===== src/rtl/seq_restoring_divider_pkg.sv =====
// rtl/seq_restoring_divider_pkg.sv - shared types, default widths and counter sizing for the divider
package div_pkg;

  typedef enum logic [1:0] {
    IDLE = 2'd0,
    RUN  = 2'd1,
    DONE = 2'd2
  } div_state_t;

  localparam int DIV_DW = 8;
  localparam int DIV_VW = 4;

  // Iteration counter must be able to hold the value DW.
  function automatic int div_cnt_w(input int dw);
    return $clog2(dw + 1);
  endfunction

endpackage


===== src/rtl/seq_restoring_divider_if.sv =====
// rtl/seq_restoring_divider_if.sv - start/busy/done operand and result bundle for the divider
interface seq_restoring_divider_if
  import div_pkg::*;
#(
  parameter int DW = DIV_DW,
  parameter int VW = DIV_VW
);

  logic          start;
  logic [DW-1:0] dividend;
  logic [VW-1:0] divisor;
  logic          busy;
  logic          done;
  logic [DW-1:0] quotient;
  logic [VW-1:0] remainder;
  logic          div_by_zero;

  modport master (
    output start, dividend, divisor,
    input  busy, done, quotient, remainder, div_by_zero
  );

  modport slave (
    input  start, dividend, divisor,
    output busy, done, quotient, remainder, div_by_zero
  );

endinterface


===== src/rtl/seq_restoring_divider_step.sv =====
// rtl/seq_restoring_divider_step.sv - one combinational restoring step: shift in a bit, trial-subtract
module div_step
  import div_pkg::*;
#(
  parameter int VW = DIV_VW
) (
  input  logic [VW:0]   rem_in,
  input  logic          bit_in,
  input  logic [VW-1:0] divisor,
  output logic [VW:0]   rem_out,
  output logic          q_bit
);

  logic [VW+1:0] shifted;
  logic [VW+1:0] dvsr_ext;

  // One bit of headroom keeps the compare exact even if rem_in's MSB is set.
  assign shifted  = {rem_in, bit_in};
  assign dvsr_ext = {2'b00, divisor};
  assign q_bit    = (shifted >= dvsr_ext);
  assign rem_out  = (VW+1)'(q_bit ? (shifted - dvsr_ext) : shifted);

endmodule


===== src/rtl/seq_restoring_divider.sv =====
// rtl/seq_restoring_divider.sv - sequential restoring divider, one quotient bit per clock
// Optional DIV_ZERO_FAST_EN: a zero divisor finishes one edge after accept without asserting busy.
module seq_restoring_divider
  import div_pkg::*;
#(
  parameter int DW = DIV_DW,
  parameter int VW = DIV_VW
) (
  input  logic                    clk,
  input  logic                    rst_n,
  seq_restoring_divider_if.slave  bus
);

  localparam int CW = div_cnt_w(DW);
  localparam logic [CW-1:0] LAST_ITER = CW'(DW - 1);

  div_state_t    state_q, state_d;
  logic [DW-1:0] shreg_q, shreg_d;
  logic [VW:0]   rem_q, rem_d;
  logic [VW-1:0] dvsr_q, dvsr_d;
  logic [CW-1:0] cnt_q, cnt_d;
  logic          busy_q, busy_d;
  logic          done_q, done_d;
  logic [DW-1:0] quot_q, quot_d;
  logic [VW-1:0] remo_q, remo_d;
  logic          dbz_q, dbz_d;

  logic [VW:0]   step_rem;
  logic          step_q;
  logic [DW-1:0] shreg_next;
  logic          dvsr_zero;

  div_step #(.VW(VW)) u_step (
    .rem_in  (rem_q),
    .bit_in  (shreg_q[DW-1]),
    .divisor (dvsr_q),
    .rem_out (step_rem),
    .q_bit   (step_q)
  );

  // Dividend bits leave at the MSB while quotient bits enter at the LSB.
  assign shreg_next = {shreg_q[DW-2:0], step_q};
  assign dvsr_zero  = (dvsr_q == '0);

  always_comb begin
    state_d = state_q;
    shreg_d = shreg_q;
    rem_d   = rem_q;
    dvsr_d  = dvsr_q;
    cnt_d   = cnt_q;
    busy_d  = busy_q;
    done_d  = 1'b0;
    quot_d  = quot_q;
    remo_d  = remo_q;
    dbz_d   = dbz_q;
    case (state_q)
      IDLE, DONE: begin
        if (bus.start) begin
          state_d = RUN;
          shreg_d = bus.dividend;
          rem_d   = '0;
          dvsr_d  = bus.divisor;
          cnt_d   = '0;
`ifdef DIV_ZERO_FAST_EN
          busy_d  = (bus.divisor != '0);
`else
          busy_d  = 1'b1;
`endif
        end else begin
          state_d = IDLE;
          busy_d  = 1'b0;
        end
      end
      RUN: begin
        shreg_d = shreg_next;
        rem_d   = step_rem;
        cnt_d   = cnt_q + CW'(1);
`ifdef DIV_ZERO_FAST_EN
        if (dvsr_zero) begin
          state_d = DONE;
          busy_d  = 1'b0;
          done_d  = 1'b1;
          quot_d  = '1;
          remo_d  = '0;
          dbz_d   = 1'b1;
        end else
`endif
        if (cnt_q == LAST_ITER) begin
          state_d = DONE;
          busy_d  = 1'b0;
          done_d  = 1'b1;
          quot_d  = shreg_next;
          remo_d  = dvsr_zero ? '0 : step_rem[VW-1:0];
          dbz_d   = dvsr_zero;
        end
      end
      default: begin
        state_d = IDLE;
        busy_d  = 1'b0;
      end
    endcase
  end

  always_ff @(posedge clk or negedge rst_n) begin
    if (!rst_n) begin
      state_q <= IDLE;
      shreg_q <= '0;
      rem_q   <= '0;
      dvsr_q  <= '0;
      cnt_q   <= '0;
      busy_q  <= 1'b0;
      done_q  <= 1'b0;
      quot_q  <= '0;
      remo_q  <= '0;
      dbz_q   <= 1'b0;
    end else begin
      state_q <= state_d;
      shreg_q <= shreg_d;
      rem_q   <= rem_d;
      dvsr_q  <= dvsr_d;
      cnt_q   <= cnt_d;
      busy_q  <= busy_d;
      done_q  <= done_d;
      quot_q  <= quot_d;
      remo_q  <= remo_d;
      dbz_q   <= dbz_d;
    end
  end

  assign bus.busy        = busy_q;
  assign bus.done        = done_q;
  assign bus.quotient    = quot_q;
  assign bus.remainder   = remo_q;
  assign bus.div_by_zero = dbz_q;

endmodule


===== src/flat_wrapper.sv =====
// flat-port wrapper written by rule: the top's interface ports become plain ports
module seq_restoring_divider_flat import div_pkg::*;
#(
  parameter int DW = DIV_DW,
  parameter int VW = DIV_VW
)
  (clk, rst_n, bus_start, bus_dividend, bus_divisor, bus_busy, bus_done, bus_quotient, bus_remainder, bus_div_by_zero);
  seq_restoring_divider_if #(.DW(DW), .VW(VW)) bus_i ();
  input  logic clk;
  input  logic rst_n;
  input wire logic [$bits(bus_i.start)-1:0] bus_start;
  input wire logic [$bits(bus_i.dividend)-1:0] bus_dividend;
  input wire logic [$bits(bus_i.divisor)-1:0] bus_divisor;
  output wire logic [$bits(bus_i.busy)-1:0] bus_busy;
  output wire logic [$bits(bus_i.done)-1:0] bus_done;
  output wire logic [$bits(bus_i.quotient)-1:0] bus_quotient;
  output wire logic [$bits(bus_i.remainder)-1:0] bus_remainder;
  output wire logic [$bits(bus_i.div_by_zero)-1:0] bus_div_by_zero;
  assign bus_i.start = bus_start;
  assign bus_i.dividend = bus_dividend;
  assign bus_i.divisor = bus_divisor;
  assign bus_busy = bus_i.busy;
  assign bus_done = bus_i.done;
  assign bus_quotient = bus_i.quotient;
  assign bus_remainder = bus_i.remainder;
  assign bus_div_by_zero = bus_i.div_by_zero;
  seq_restoring_divider #(.DW(DW), .VW(VW)) u_core (.clk(clk), .rst_n(rst_n), .bus(bus_i));
endmodule

===== config.mk =====
export PLATFORM = sky130hd
export DESIGN_NAME = seq_restoring_divider_flat
export DESIGN_NICKNAME = d
export VERILOG_FILES = /design/src/rtl/seq_restoring_divider_pkg.sv /design/src/rtl/seq_restoring_divider_if.sv /design/src/rtl/seq_restoring_divider_step.sv /design/src/rtl/seq_restoring_divider.sv /design/src/flat_wrapper.sv
export SDC_FILE = /design/constraint.sdc
export NUM_CORES = 1
export LEC_CHECK = 0
export ABC_AREA = 0
export CORE_MARGIN = 8
export CORE_UTILIZATION = 53
export CTS_CLUSTER_SIZE = 10
export DETAILED_ROUTE_END_ITERATION = 8
export PLACE_DENSITY_LB_ADDON = 0.25
export SYNTH_ARGS = -nofsm -noshare
export SYNTH_HDL_FRONTEND = slang
export SYNTH_SLANG_ARGS = --single-unit

===== constraint.sdc =====
create_clock -name clk -period 2.9 [get_ports clk]
set_input_delay 0.58 -clock clk [delete_from_list [all_inputs] [get_ports clk]]
set_output_delay 0.58 -clock clk [all_outputs]
set_load 0.05 [all_outputs]

* Word-level counts from Yosys, hierarchy flattened
Index checks and enable logic that the tools add are counted.
** Storage, ports and cells
- Logic and storage cells :: 41
- Output and inout port bits :: 15
- Bits of input ports :: 15
- Bits in registers :: 38
** Cells by class
- Muxes and demuxes :: 16
- Add/subtract/negate cells :: 2
- Magnitude comparators :: 1
- Eq/ne operators :: 5
- Reductions and logical operators :: 7
** Operators with widths (count)
- one-hot mux 8 bit (2 select lines) :: 1
- two-way mux 5 bit :: 2
- one-hot mux 5 bit (2 select lines) :: 1
- two-way mux 4 bit :: 2
- two-way mux 8 bit :: 1
- one-hot mux 4 bit (2 select lines) :: 1
- >= comparator 6 x 4 -> 1 bit :: 1
- AND reduction 2 bit :: 3
- two-way mux 1 bit :: 5
- subtractor 5 x 4 -> 5 bit :: 1
- adder 4 x 1 -> 4 bit, second input constant :: 1
- == test 4 x 3 -> 1 bit, second input constant :: 1
- logical NOT 4 bit :: 1
- one-hot mux 2 bit (2 select lines) :: 1
- == test 2 x 1 -> 1 bit, second input constant :: 1
- == test 2 bit, second input constant :: 1
- logical NOT 2 bit :: 1
- two-way mux 2 bit :: 1
- != test 2 x 1 -> 1 bit, second input constant :: 1
- != test 2 bit, second input constant :: 1
- one-hot mux 1 bit (2 select lines) :: 1
- nonzero test 2 bit :: 1
- OR reduction 2 bit :: 1

* Logic depth before layout (Yosys ltp)
- Depth after elaboration :: 4
- Gate-level depth with buffers :: 8
- Gate-level depth less buffers :: 8

* Modules after synthesis
Synthesis repeated with hierarchy kept, for this count alone.
** Second synthesis, totals
- Cells, all modules :: 133
- Area total of the unflattened synthesis :: 1831.8 µm²
** By module, submodules not included
- seq_restoring_divider :: times used 1, cells each 104, seq. area each 950.9 µm², area each 1597.8 µm²
- div_step :: times used 1, cells each 29, seq. area each 0.0 µm², area each 234.0 µm²

* Least setup slack after synthesis
OpenSTA, ideal clock, no wires.
- Path type :: reg-to-reg
- Start point :: register u_core.shreg_q[7]
- End point :: register u_core.remo_q[3], in the netlist u_core.bus.remainder[3]
- Arrival :: 1861 ps
- Cell stages (with the launch flop) :: 9
- Library setup time :: 104 ps
- Period minus slack after synthesis :: 1965 ps
- Path buffers :: 0
- Path slack :: 935 ps
- Path through :: dfrtp_1 > inv_1 > ha_1 > inv_1 > fa_1 > nand3_1 > nand2_1 > or4_1 > o311ai_1
** Between the ends
- Longest elaborated chain between the ends :: 3
- Elaborated cells between the ends (all ways) :: 4
- Classes of those cells :: 1 x add/sub; 1 x order compare; 2 x mux
** Ends and longest elaborated chain
- start: declaration :: line seq_restoring_divider.sv:18 : logic [DW-1:0] shreg_q, shreg_d;
- start signal: assignment :: line seq_restoring_divider.sv:118 : shreg_q <= shreg_d;
- subtractor 5 x 4 -> 5 bit / >= comparator 6 x 4 -> 1 bit (equally long branches) :: line seq_restoring_divider_step.sv:21, seq_restoring_divider_step.sv:20
- two-way mux 5 bit (*) :: line seq_restoring_divider_step.sv:21 : assign rem_out = (VW+1)'(q_bit ? (shifted - dvsr_ext) : shifted);
- two-way mux 4 bit (*) :: line seq_restoring_divider.sv:93 : remo_d = dvsr_zero ? '0 : step_rem[VW-1:0];
- end signal: assignment :: line seq_restoring_divider.sv:125 : remo_q <= remo_d;
- end: declaration :: line seq_restoring_divider.sv:25 : logic [VW-1:0] remo_q, remo_d;
Mark *: on every way between the ends. The rest lies on a longest branch, timed or not.
A chain may end at the register's enable or synchronous reset.

* Worst setup path in the final report
Same ends and word-level chain as after synthesis.

==> flow_metrics.tcl <==
set metrics [dict create \
    status "finished, final reports clean" \
    required_ps 3150 \
    netlist-cell-type-count 37 \
    drive_above_1_share_pct 5.213 \
    die_x_um 72.66 \
    clkSlewWorstSetupHoldPaths_ps 110 \
    core_area_mm2 0.003053 \
    dp_hpwl_um 2774 \
    portBuffers 29 \
    cts_tree "built" \
    cts-buffers-inserted 5 \
    relSlewSlack_pct 45.23 \
    min_path_cells 2 \
    die_y_um 72.66 \
    hp-start "u_core.bus.remainder[0]" \
    first_global_vias 1449 \
    yosysTopAreaCell "dfrtp_1" \
    slowest_stage "or4_1" \
    ys_seq_elements 37 \
    path_cells "inv_1 > ha_1 > inv_1 > fa_1 > nand3_1 > nand2_1 > or4_1 > o311ai_1" \
    yosys_warnings 0 \
    holdPathEnd "u_core.bus.remainder[0]" \
    async_flop_share_pct 100.0 \
    syn_inst 178 \
    n_antenna_cell 0 \
    rsz0062_at_grt "false" \
    ys_top_cells_by_area "dfrtp_1, nand2_1, ha_1" \
    grtUsageTotal_pct 15.73 \
    cp-startpoint "u_core.shreg_q[7]" \
    power_density_mw_per_mm2 1363 \
    fin_tns_setup_ps 0 \
    min_period_over_period_pct 74.75 \
    endpoint_kind "register" \
    max_stage_delay_ps 540 \
    finalHoldViolCount 0 \
    syn_area_mm2 0.001702 \
    drt-initial-drc-count 87 \
    place_ws_ps 730.2 \
    overflow 0 \
    synth_area_per_cell_um2 9.560 \
    ant_nets 0 \
    worst_slew_pin_slew_ps 818.5 \
    reg2reg_slack_ps 730 \
    vias_per_cell 5.533 \
    ys_seq_area_share_pct 54.41 \
    fmax_ghz 0.4613 \
    nNetsFinal 231 \
    rr_startpoint "u_core.shreg_q[7]" \
    htreeDepth 2 \
    wl_per_cell_um 14.93 \
    p_total_mw 2.908 \
    area_growth_pct 25.37 \
    critical_path.most_common_cell "inv_1" \
    synth_fp_nets 199 \
    clock_latency_ps 340 \
    cap_violations 0 \
    cts_setup_buffers 0 \
    hold_path.class "register to register" \
    clock-root-buffer "clkbuf_4" \
    grt_max_degree 38 \
    setup_viol 0 \
    die_area_mm2 0.005279 \
    min_period_ps 2168 \
    synth_edf_count 0 \
    crit_type "register to register" \
    synth_flop_cell "dfrtp_1" \
    cp-start-kind "register" \
    slew_violations 0 \
    path_max_fanout 7 \
    synth_top_area_share_pct 54.41 \
    worstReg2RegEnd "u_core.bus.remainder[3]" \
    cts_resized 0 \
    cts_max_path_buffers 2 \
    vias 1411 \
    start_util_pct 55.74 \
    hold_buffers 0 \
    grt_pass1_wl_um 6555 \
    gp_congestion 0.8759 \
    worst_slack_ps 732.1 \
    p_leak_nw 0.9755 \
    r2r_cells 8 \
    skew_ps 6.596 \
    finalWirelength_um 3808 \
    drc_errors 0 \
    dr.pass1.iters 4 \
    pin_count 30 \
    clock_sinks 37 \
    peakVddDrop_mv 0.6476 \
    rows 20 \
    worstPathArrival_ps 2420 \
    antenna_found_initial 0 \
]
layer usage:
| metal | global-route usage (%) | up-vias | routed length [µm] |
|---|---|---|---|
| met5 | 0 | - | 0 |
| met4 | 6.889 | 0 | 37 |
| met3 | 4.808 | 6 | 322 |
| met2 | 27.14 | 47 | 1907 |
| met1 | 17.31 | 679 | 1541 |
| li1 | - | 679 | - |
synth_stat cells, drive strengths merged (3+ instances only):
library cell / count
ha: 5
inv: 6
dfrtp: 37
nand2: 58
o21ai: 10
nor2: 5
o31ai: 5
buf: 3
nor3: 3
clkbuf: 3
a22oi: 7
and2: 3
a21oi: 6
nand4: 3
stage by stage:
stage / area, µm² / std cells / hold WS (ps) / util [%]
3_5_place_dp: 2031 / 247 / 466.7 / 66.52
4_1_cts: 2133 / 255 / 494.2 / 69.88
3_3_place_gp: 2031 / 247 / 457.6 / 66.52
5_1_grt: 2133 / 255 / 511.6 / 69.88
2_1_floorplan: 1702 / 178 / 284.4 / -
6_report: 2133 / 255 / 487.6 / 69.88
logic make-up after synthesis:
family	share of synthesized area (%)
AOI/OAI and AO/OA	14.05
xor gates and xnor gates	1.544
adders and majority gates	4.853
buffers and inverters	3.381
DFF	54.41
and+or+nand+nor	21.77
how the worst max path moves through the flow:
stage / endpoint / slack (ps) / cells after the start
2_1_floorplan: u_core.bus.remainder[3] / 930 / 8
3_3_place_gp: u_core.bus.remainder[3] / 800 / 8
3_5_place_dp: u_core.bus.remainder[3] / 730 / 8
4_1_cts: bus_busy / 730 / 1
5_1_grt: u_core.bus.remainder[3] / 590 / 8
6_report: u_core.bus.remainder[3] / 730 / 8
area by class of cell:
class                           count  area [µm²]
Multi-Input combinational cell    128       718.2
Tap cell                           44       55.05
Sequential cell                    37       925.9
Inverter                            7       26.28
Clock inverter                      3       65.06
Clock buffer                        5       37.54
Timing Repair Buffer               31       305.3
Fill cell                         257       919.6
critical path: cells and delay by family, from the launching register on:
kind,cells,cell delay [ps]
flops,1,390
buf+inv,2,160
compound gates,1,100
fa+ha+maj,2,620
simple gates,3,820
where the power goes:
group	internal [mW]	switching [mW]
logic	0.552	0.987
clock network	0.267	0.171
registers	0.761	0.171
flip-flops by register name, summed over array words and instances (netlist names):
register	count
u_core.rem_q	5
u_core.bus.quotient	8
u_core.cnt_q	4
u_core.bus.remainder	4
u_core.bus.busy	1
u_core.shreg_q	8
u_core.bus.div_by_zero	1
u_core.state_q	1
u_core.dvsr_q	4
u_core.bus.done	1
cells in the final DEF (no fill, tap or decap), types with 2 or more instances in the layout:
| master | n |
|---|---|
| a21oi_1 | 6 |
| nand4_1 | 3 |
| nor3_1 | 3 |
| xnor2_1 | 2 |
| o31ai_1 | 5 |
| clkdlybuf4s50_1 | 29 |
| clkbuf_4 | 5 |
| buf_4 | 2 |
| o21ai_0 | 10 |
| ha_1 | 5 |
| nand2_1 | 57 |
| or4_1 | 2 |
| inv_1 | 6 |
| nor2_1 | 5 |
| dfrtp_1 | 37 |
| a22oi_1 | 7 |
| and2_1 | 3 |
| bufinv_16 | 2 |
| nand3_1 | 2 |
| nand2b_1 | 2 |
Note: power is estimated with default switching activity, not from simulation.
